### src/rtl/uart_word_rx_if.sv
// uart_word_rx_if: valid/ready word stream carrying assembled UART words
interface uart_word_rx_if;
  logic [31:0] data_out;
  logic        data_valid;
  logic        data_ready;
  modport master(output data_out, data_valid, input data_ready);
  modport slave(input data_out, data_valid, output data_ready);
endinterface

### src/rtl/uart_word_rx.sv
// uart_word_rx: 8N1 UART receiver packing four bytes LSB-first into 32-bit words
module uart_word_rx #(
  parameter int CLKS_PER_BIT = 868,
  parameter int TIMEOUT_BITS = 20
) (
  input  logic           clk,
  input  logic           reset,
  input  logic           uart_rx,
  uart_word_rx_if.master wr,
  output logic           error_flag,
  output logic [1:0]     error_code,
  input  logic           err_clear
);
  localparam int CW = $clog2(CLKS_PER_BIT);
  localparam int TW = $clog2(TIMEOUT_BITS * CLKS_PER_BIT + 1);
  localparam logic [CW-1:0] HALF = CW'(CLKS_PER_BIT / 2 - 1);
  localparam logic [CW-1:0] LAST = CW'(CLKS_PER_BIT - 1);
  localparam logic [TW-1:0] TLIM = TW'(TIMEOUT_BITS * CLKS_PER_BIT);
  typedef enum logic [1:0] {IDLE, START, DATA, STOP} state_t;
  state_t        state, state_d;
  logic          rx_m, rx_s;
  logic [CW-1:0] cnt, cnt_d;
  logic [2:0]    bit_n, bit_d;
  logic [7:0]    sh, sh_d;
  logic [1:0]    idx, idx_d;
  logic [23:0]   part, part_d;
  logic [TW-1:0] idle, idle_d;
  logic [31:0]   word_d;
  logic          valid_d;
  logic [1:0]    fault;
  logic          tick;
  assign tick = cnt == (state == START ? HALF : LAST);
  always_comb begin
    state_d = state;
    cnt_d   = tick ? '0 : cnt + CW'(1);
    bit_d   = bit_n;
    sh_d    = sh;
    idx_d   = idx;
    part_d  = part;
    idle_d  = '0;
    word_d  = wr.data_out;
    valid_d = wr.data_valid && !wr.data_ready;
    fault   = 2'b00;
    case (state)
      IDLE: begin
        cnt_d   = '0;
        state_d = rx_s ? IDLE : START;
        idle_d  = (rx_s && idx != 2'd0) ? idle + TW'(1) : '0;
        if (idle_d == TLIM) begin
          idle_d = '0;
          idx_d  = '0;
          fault  = 2'b11;
        end
      end
      START: if (tick) begin
        state_d = rx_s ? IDLE : DATA;
        bit_d   = '0;
      end
      DATA: if (tick) begin
        sh_d  = {rx_s, sh[7:1]};
        bit_d = bit_n + 3'd1;
        if (bit_n == 3'd7) state_d = STOP;
      end
      STOP: if (tick) begin
        state_d = IDLE;
        idx_d   = idx + 2'd1;
        if (!rx_s) begin
          idx_d = '0;
          fault = 2'b01;
        end else if (idx == 2'd3) begin
          if (wr.data_valid && !wr.data_ready) fault = 2'b10;
          else begin
            word_d  = {sh, part};
            valid_d = 1'b1;
          end
        end else part_d[{idx, 3'b000} +: 8] = sh;
      end
      default: state_d = IDLE;
    endcase
  end
  always_ff @(posedge clk) begin
    if (reset) begin
      rx_m          <= 1'b1;
      rx_s          <= 1'b1;
      state         <= IDLE;
      cnt           <= '0;
      bit_n         <= '0;
      sh            <= '0;
      idx           <= '0;
      part          <= '0;
      idle          <= '0;
      wr.data_out   <= '0;
      wr.data_valid <= 1'b0;
      error_flag    <= 1'b0;
      error_code    <= 2'b00;
    end else begin
      rx_m          <= uart_rx;
      rx_s          <= rx_m;
      state         <= state_d;
      cnt           <= cnt_d;
      bit_n         <= bit_d;
      sh            <= sh_d;
      idx           <= idx_d;
      part          <= part_d;
      idle          <= idle_d;
      wr.data_out   <= word_d;
      wr.data_valid <= valid_d;
      error_flag    <= fault != 2'b00 || (error_flag && !err_clear);
      error_code    <= fault != 2'b00 ? fault : err_clear ? 2'b00 : error_code;
    end
  end
endmodule

### src/flat_wrapper.sv
// flat-port wrapper written by rule: the top's interface ports become plain ports
module uart_word_rx_flat 
#(
  parameter int CLKS_PER_BIT = 868,
  parameter int TIMEOUT_BITS = 20
)
  (clk, reset, uart_rx, error_flag, error_code, err_clear, wr_data_out, wr_data_valid, wr_data_ready);
  uart_word_rx_if wr_i ();
  input  logic clk;
  input  logic reset;
  input  logic uart_rx;
  output logic error_flag;
  output logic [1:0] error_code;
  input  logic err_clear;
  output wire logic [$bits(wr_i.data_out)-1:0] wr_data_out;
  output wire logic [$bits(wr_i.data_valid)-1:0] wr_data_valid;
  input wire logic [$bits(wr_i.data_ready)-1:0] wr_data_ready;
  assign wr_data_out = wr_i.data_out;
  assign wr_data_valid = wr_i.data_valid;
  assign wr_i.data_ready = wr_data_ready;
  uart_word_rx #(.CLKS_PER_BIT(CLKS_PER_BIT), .TIMEOUT_BITS(TIMEOUT_BITS)) u_core (.clk(clk), .reset(reset), .uart_rx(uart_rx), .wr(wr_i), .error_flag(error_flag), .error_code(error_code), .err_clear(err_clear));
endmodule
### config.mk
export PLATFORM = sky130hd
export DESIGN_NAME = uart_word_rx_flat
export DESIGN_NICKNAME = d
export VERILOG_FILES = /design/src/rtl/uart_word_rx_if.sv /design/src/rtl/uart_word_rx.sv /design/src/flat_wrapper.sv
export SDC_FILE = /design/constraint.sdc
export NUM_CORES = 1
export LEC_CHECK = 0
export BUFFER_PORTS_ARGS = -buffer_cell sky130_fd_sc_hd__buf_2
export CORE_UTILIZATION = 33
export DETAILED_ROUTE_END_ITERATION = 6
export GPL_TIMING_DRIVEN = 0
export PLACE_DENSITY_LB_ADDON = 0.15
export SKIP_LAST_GASP = 1
export SLEW_MARGIN = 5
export SYNTH_ARGS = -nofsm -noshare
export SYNTH_HDL_FRONTEND = slang
export SYNTH_SLANG_ARGS = --single-unit
### constraint.sdc
create_clock -name clk -period 4.6 [get_ports clk]
set_input_delay 0.23 -clock clk [delete_from_list [all_inputs] [get_ports clk]]
set_output_delay 0.23 -clock clk [all_outputs]
set_load 0.005 [all_outputs]
==> results of run 1 <==
[path summary, 6_finish.rpt]
path | from | endpoint | slack (ps) | cells after the start
worst max-delay path | register | u_core.wr.data_out[13] | 1950 | 10
worst min register to register | u_core.rx_m | u_core.rx_s | 410 | 1
worst max register to register | register | u_core.wr.data_out[13] | 1950 | 10
worst min-delay path | uart_rx | u_core.rx_m | 70 | 2
[state kept, by name (all words and copies together) (netlist names), named ones only]
| register | count |
|---|---|
| u_core.sh | 8 |
| u_core.wr.data_out | 32 |
| u_core.state | 1 |
| u_core.part | 24 |
| u_core.wr.data_valid | 1 |
| u_core.error_code | 2 |
| u_core.error_flag | 1 |
| u_core.idx | 2 |
| u_core.cnt | 10 |
| u_core.bit_n | 3 |
| u_core.idle | 15 |
| u_core.rx_m | 1 |
| u_core.rx_s | 1 |
[power groups by stage]
stage / Sequential (uW) / Clock, uW / Combinational (uW)
3_5_place_dp: 906 / 0 / 36.9
3_3_place_gp: 906 / 0 / 36.4
2_1_floorplan: 905 / 0 / 25.8
4_1_cts: 885 / 827 / 37.0
6_report: 885 / 803 / 36.7
5_1_grt: 885 / 866 / 41.3
[cell families (layout without fill, tap and decap cells)]
group / Yosys count / count (layout) / share of synthesized area
xor+xnor: 20 / 20 / 0.0387
mux: 5 / 5 / 0.0111
compound gates: 94 / 94 / 0.118
buf+inv: 45 / 100 / 0.0511
simple gates: 266 / 266 / 0.294
fa+ha+maj: 13 / 13 / 0.0359
flops: 102 / 102 / 0.451
[cells in the mapped netlist, drive strengths merged (4+ instances only)]
library cell | number | area, um^2
nor3 | 8 | 45.0
a21oi | 75 | 375
clkbuf | 19 | 106
nand3 | 45 | 230
inv | 13 | 48.8
xnor2 | 14 | 123
nand4b | 5 | 50.0
nand2b | 4 | 25.0
and2 | 6 | 37.5
mux2i | 5 | 50.1
buf | 12 | 65.1
nor2b | 4 | 25.0
o21ai | 5 | 32.5
ha | 13 | 163
dfxtp | 102 | 2040
xor2 | 6 | 52.6
nand4 | 10 | 62.6
or2 | 4 | 25.0
nor2 | 36 | 138
nand2 | 113 | 424
[through the flow]
| step | setup slack (ps) | util | instances |
|---|---|---|---|
| after global placement | 2030 | 0.372 | 760 |
| after detailed placement | 1930 | 0.372 | 760 |
| after global routing | 1800 | 0.396 | 776 |
| after floorplan | 2570 | - | 545 |
| after CTS | 1930 | 0.396 | 776 |
| final | 1950 | 0.396 | 776 |
[area by class of cell]
type | count | area (um^2)
Buffer | 32 | 183
Clock buffer | 11 | 253
Clock inverter | 5 | 63.8
Fill cell | 1376 | 8040
Inverter | 13 | 48.8
Multi-Input combinational cell | 398 | 2250
Sequential cell | 102 | 2040
Tap cell | 176 | 220
Timing Repair Buffer | 39 | 195
[cell usage in the layout, fill, tap and decap left out, types with 5 or more instances in the layout]
cell,count
nand3_1,44
nand2_1,113
dfxtp_1,102
and2_1,5
clkbuf_16,9
nor3_1,7
nor2_1,35
ha_1,13
xnor2_1,14
a21oi_1,75
buf_2,49
mux2i_1,5
nand4_1,10
clkbuf_1,14
xor2_1,6
inv_1,13
clkbuf_8,5
[layer usage]
layer | GRT usage | vias to the layer above | wire length, um
li1 | - | 1970 | -
met1 | 0.217 | 1734 | 5230
met2 | 0.241 | 65 | 4540
met3 | 0.0278 | 16 | 444
met4 | 0.0791 | 0 | 233
met5 | 0 | - | 0
==> impl_metrics.ini, run 1 <==
[synth]
synthDistinctLibCells = 61
syn_area_mm2 = 0.00453
ys.flop_type = dfxtp_1
netlist_instances = 545
avgSynthCellArea_um2 = 8.31
yosys_register_bits = 102
async_flop_share = 0
yosys_warnings = 0
synth_edf_count = 0
synth_nets = 563
ys_seq_area_frac = 0.451

[grt]
grt_pass1_wl_um = 17800
grt_usage = 0.159
overflow = 0
antenna_found_initial = 0
grt_pass1_vias = 3641
grt_max_degree = 18

[timing]
max_freq_mhz = 377
drv_slew = 0
clock_skew_ps = 9.71
fin_setup_tns_ps = 0
period_needed_ps = 2650
tightest_slew_ps = 833
hold_ws_ps = 65.2
relSlewSlack = 0.443
period_share = 0.576
final-setup-viol-count = 0
rsz0062_at_grt = no
hold_violations = 0

[critical_path]
cp_num_buf_inv = 3
crit_top_cell = buf_2
critPathArrivalTime_ps = 2860
worst_ep_required_time_ps = 4810
crit_path_start_kind = register
cpMaxStageDelayCell = nand4_1
criticalPathCategory = register to register
path_delay_family = simple AND/OR/NAND/NOR gates
crit_fanout = 10
max_stage_delay_ps = 380
end_kind = register
crit_chain = inv_1 -> ha_1 -> and4bb_2 -> a22oi_2 -> nor2_2 -> buf_2 -> nand4_1 -> buf_2 -> nand2_1 -> a21oi_1

[clock_network]
clock_latency_ps = 360
cts_made_buffers = 9
cts_hold_buf = 0
h-tree-depth = 3
clk_pin_slew_ps = 70
root_buffer = clkbuf_16
clock_sinks = 102
cts_setup_buffers = 0
cts_tree = built
clockBufferDepth = 2
cts-resized-gates = 0

[pwr]
swShare = 0.216
power_density_mw_per_mm2 = 328
intPower_uw = 1350
p_switching_uw = 372
combPwrFrac = 0.021
power.ir.vdd_worst_mv = 0.156
clkPwrFrac = 0.465
p_total_uw = 1720
p_leak_uw = 0.00186
seqPwrFrac = 0.513

[placed_design]
port_buffers = 39
dpl-instance-area_mm2 = 0.00494
routabilityCongestion = 0.804
dp_hpwl_um = 7660

[drt]
final_antenna_net_count = 0
wire_per_inst_um = 13.5
drt_iter0_markers = 203
firstDrtPassIters = 4
routed_wl_um = 10500
vias = 3785
drc = 0
viasPerCell = 4.88

[hold_path]
hp-class = input pin to register

[floorplan]
die_y_um = 119
die_x_um = 119
core_mm2 = 0.0133
initial_core_util = 0.341
dieArea_mm2 = 0.0142
row_count = 42
ios = 41

[run]
max-cap-violations = 0

[outcome]
status = finished clean

[finish]
drive_above_1_share = 0.158
diodes = 0
nets = 613
syn_to_final_growth_pct = 16.2
final_area_mm2 = 0.00526
(Power assumes the default switching activity.)
==> inputs of run 2 (changes only) <==
- clock period: 4.6 -> 2.5 ns (I/O delays scaled with it)
==> run 2 against run 1 <==
  * Critical path type unchanged
  * Highest routed layer unchanged
  * Cell count is 0.26% higher
  * Hold slack improved by 29 ps
  * Power increased by 84%
  * Fmax increased by 14%
  * Global-route usage increased by 0.062 points
  * Critical path depth rose by 1
  * Largest power group unchanged
==> impl_metrics.ini, run 2 (synthesis results as in run 1) <==
[critical_path]
critPathArrivalTime_ps = 2530
path_delay_family = simple AND/OR/NAND/NOR gates
ff2ff_setup_slack_ps = 180
end_kind = register
cpMaxStageDelayCell = dfxtp_1
crit_path_start_kind = register
cp_num_buf_inv = 4
crit_fanout = 10
r2r_cells = 11
worst_ep_required_time_ps = 2710
crit_chain = inv_1 -> ha_1 -> and4bb_2 -> a22oi_2 -> nor2_4 -> clkbuf_4 -> nand4_1 -> buf_4 -> buf_2 -> nand2_1 -> a21oi_1
max_stage_delay_ps = 370
r2r-end = u_core.wr.data_out[13]
criticalPathCategory = register to register

[drt]
final_antenna_net_count = 0
firstDrtPassIters = 4
viasPerCell = 4.88
drc = 0
routed_wl_um = 10500
vias = 3797
wire_per_inst_um = 13.5
drt_iter0_markers = 180

[timing]
period_share = 0.926
relSlewSlack = 0.470
rsz0062_at_grt = no
tightest_slew_ps = 794
final-setup-viol-count = 0
hold_ws_ps = 94.6
max_freq_mhz = 432
period_needed_ps = 2320
hold_violations = 0
drv_slew = 0
clock_skew_ps = 8.72

[outcome]
status = finished clean

[finish]
multi_input_area_mm2 = 0.00227
drive_above_1_share = 0.166
fillers = 1377
fin_cells = 778
diodes = 0
largest_reg_flops = 32
largestRegisters = u_core.wr.data_out (32), u_core.part (24), u_core.idle (15)
nets = 615
syn_to_final_growth_pct = 17.0
top_register = u_core.wr.data_out
regArea_mm2 = 0.00204
layout_commonest_cell = nand2_1
final_cell_mix = nand2_1 (113), dfxtp_1 (101), a21oi_1 (75)

[pwr]
p_leak_uw = 0.00187
power_density_mw_per_mm2 = 599
power.ir.vdd_worst_mv = 0.286

[floorplan]
initial_core_util = 0.341
row_count = 42
dieArea_mm2 = 0.0142
die_x_um = 119
die_y_um = 119
ios = 41
core_mm2 = 0.0133

[clock_network]
cts_made_buffers = 9
clock_latency_ps = 360
clk_pin_slew_ps = 70
h-tree-depth = 3
cts_tree = built
root_buffer = clkbuf_16
clockBufferDepth = 2
clock_sinks = 102

[placed_design]
routabilityCongestion = 0.804
dp.cells = 760
dp_hpwl_um = 7660
port_buffers = 39

[run]
max-cap-violations = 0

[hold_path]
hp-class = input pin to register
min_delay_worst_endpoint = u_core.idx[0]
hold_start = reset
holdPathStages = 3

[grt]
overflow = 0
grt_usage = 0.160
antenna_found_initial = 0
grt_pass1_wl_um = 17900
grt_pass1_vias = 3662
grt_max_degree = 18
==> run 2: cell count changes in the layout (fill, tap and decap cells not counted), sizes merged <==
cell | previous run | this run
dlygate4sd3 | 0 | 1
buf | 51 | 52
==> run 2: worst min-delay path, stage by stage <==
cell      delay [ps]
clkbuf_8         130
or2b_1           100
mux2i_1           50
==> run 2: final cells by class <==
cell class / count / area share
tap: 176 / 0.0416
clock inverter: 5 / 0.0120
inverter: 13 / 0.00921
buffer: 31 / 0.0343
clock buffer: 11 / 0.0477
multi-input combinational: 398 / 0.428
timing repair buffer: 42 / 0.0416
sequential: 102 / 0.386
==> run 2: layer usage <==
metal / wire (um) / share of wire / GRT usage
met1: 5180 / 0.49 / 0.216
met2: 4620 / 0.44 / 0.243
met3: 479 / 0.045 / 0.0278
met4: 257 / 0.024 / 0.0823
met5: 0 / 0 / 0
==> run 2: metrics by stage <==
stage	TNS, ps	util	instance area [um^2]	setup WS (ps)	total power [uW]
floorplan	0	-	4530	470	1710
global placement	-1650	0.372	4940	-70.4	1730
detailed placement	-4380	0.372	4940	-166	1730
CTS	0	0.397	5280	33.6	3220
global route	0	0.398	5300	26.3	3300
finish	0	0.398	5300	184	3170
==> run 2: report_power, final <==
| group | leakage (uW) | internal, uW | switching, uW |
|---|---|---|---|
| clock network | 0.000153 | 840 | 636 |
| logic | 0.000894 | 22.8 | 46.0 |
| registers | 0.000822 | 1630 | 1.95 |
| total | 0.00187 | 2490 | 684 |
==> run 2: how the worst max path moves through the flow <==
stage                              to  slack [ps]  cells past startpoint
3_3_place_gp   u_core.wr.data_out[23]         -70                     10
4_1_cts        u_core.wr.data_out[22]          30                     10
3_5_place_dp   u_core.wr.data_out[31]        -170                     10
5_1_grt                u_core.idle[1]          30                      8
2_1_floorplan       u_core.error_flag         470                      7
6_report       u_core.wr.data_out[13]         180                     11
==> run 2: what timing repair did <==
item | CTS | global route
hold endpoints to repair | 1 | 0
pin swaps | 1 | 2
setup buffers | 1 | 1
gates resized for setup | 0 | 5
hold buffers | 1 | 0
endpoints found under the setup margin | 30 | 47
==> inputs of run 3 (changes only) <==
- ABC_CLOCK_PERIOD_IN_PS: unset -> 2500
- GPL_TIMING_DRIVEN: 0 -> unset
==> run 3 against run 2 <==
  * Register-to-register slack got worse by 40 ps
  * Clock skew increased by 0.67 ps
  * Largest cell class unchanged
  * Largest power group unchanged
  * Critical endpoint is now u_core.error_flag
  * Combinational power decreased by 18%
==> impl_metrics.ini, run 3 (synthesis results as in run 1) <==
[pwr]
clkPwrFrac = 0.457
swShare = 0.212
p_total_uw = 3110
power_density_mw_per_mm2 = 603
intPower_uw = 2450
power.ir.vdd_worst_mv = 0.290
p_switching_uw = 658
seqPwrFrac = 0.525
combPwrFrac = 0.018
p_leak_uw = 0.00180

[floorplan]
ios = 41
initial_core_util = 0.341
die_x_um = 119
dieArea_mm2 = 0.0142
die_y_um = 119
row_count = 42
core_mm2 = 0.0133

[grt]
grt_max_degree = 57
overflow = 0
antenna_found_initial = 0
grt_pass1_vias = 3593
grt_pass1_wl_um = 17300
grt_usage = 0.154

[placed_design]
dp.cells = 736
port_buffers = 40
routabilityCongestion = 0.811
dpl-instance-area_mm2 = 0.00483
dp_hpwl_um = 6950

[clock_network]
clk_pin_slew_ps = 70
h-tree-depth = 3
clock_sinks = 102
cts_tree = built
root_buffer = clkbuf_16
clockBufferDepth = 2
clock_latency_ps = 350
cts_made_buffers = 9

[timing]
final-setup-viol-count = 0
drv_slew = 0
clock_skew_ps = 9.39
max_freq_mhz = 424
tightest_slew_ps = 562
period_needed_ps = 2360
hold_ws_ps = 185
relSlewSlack = 0.625
hold_violations = 0
period_share = 0.943

[finish]
regArea_mm2 = 0.00204
largest_reg_flops = 32
top_register = u_core.wr.data_out
layout_commonest_cell = nand2_1
nets = 590
fillers = 1367
drive_above_1_share = 0.149
largestRegisters = u_core.wr.data_out (32), u_core.part (24), u_core.idle (15)
final_area_mm2 = 0.00515
multi_input_area_mm2 = 0.00227
syn_to_final_growth_pct = 13.8
final_cell_mix = nand2_1 (113), dfxtp_1 (102), a21oi_1 (75)
post-route-util = 0.388
fin_cells = 752
diodes = 0

[critical_path]
end_kind = register
critPathArrivalTime_ps = 2590
crit_path_start_kind = register
worst_ep_required_time_ps = 2740
crit_fanout = 6
criticalPathCategory = register to register

[drt]
drt_iter0_markers = 179
met2_wirelength_um = 4550
wl_met1_um = 5070
met3_length_um = 236
firstDrtPassIters = 4
final_antenna_net_count = 0
wire_per_inst_um = 13.4
viasPerCell = 4.96
drc = 0
routed_wl_um = 10100
vias = 3732
dr.max_layer_used = met4

[outcome]
status = finished clean

[run]
max-cap-violations = 0

[hold_path]
hp-class = input pin to register
-- run 3: area by class of cell --
| class | count | share of cell area |
|---|---|---|
| clock buffer | 11 | 0.0471 |
| clock inverter | 4 | 0.0109 |
| inverter | 13 | 0.00947 |
| multi-input combinational | 398 | 0.440 |
| sequential | 102 | 0.396 |
| tap | 176 | 0.0427 |
| timing repair buffer | 48 | 0.0534 |
-- run 3: timing repair --
action / CTS / global route
gates resized for setup: 0 / 3
endpoints found under the setup margin: 0 / 13
hold buffers: 1 / 0
endpoints found under the hold margin: 1 / 0
setup buffers: 0 / 0
-- run 3: power groups by stage --
stage                     clock network [uW]  registers (uW)  logic, uW
after floorplan                            0            1670       47.5
after global placement                     0            1670       55.2
after detailed placement                   0            1670       55.6
after CTS                               1480            1630       57.0
after global routing                    1540            1630       63.0
final                                   1420            1630       56.3
-- run 3: critical path, cell delays in order, from the launching register on --
cell and delay, ps:
dfxtp_1 410, ha_1 270, nand4_1 250, nor4_2 380, mux2i_2 350, nand3b_2 220, nor3_2 80, o31a_1 290
-- run 3: through the flow --
step / setup TNS (ps) / setup WS (ps)
floorplan: 0 / 470
global placement: 0 / 215
detailed placement: 0 / 82.5
CTS: 0 / 59.5
global route: -14.7 / -14.7
finish: 0 / 141
-- run 3: layer usage --
metal | up-vias | global-route usage
met4 | 0 | 0.0799
met2 | 41 | 0.240
li1 | 1912 | -
met1 | 1768 | 0.201
met3 | 11 | 0.0297
met5 | - | 0
-- run 3: final timing paths --
path,startpoint,slack [ps],to,cells after the start
setup / recovery,u_core.idle[0],140,u_core.error_flag,7
hold / removal,err_clear,180,u_core.error_flag,5
setup reg to reg,u_core.idle[0],140,u_core.error_flag,7
hold reg to reg,u_core.rx_m,410,u_core.rx_s,1
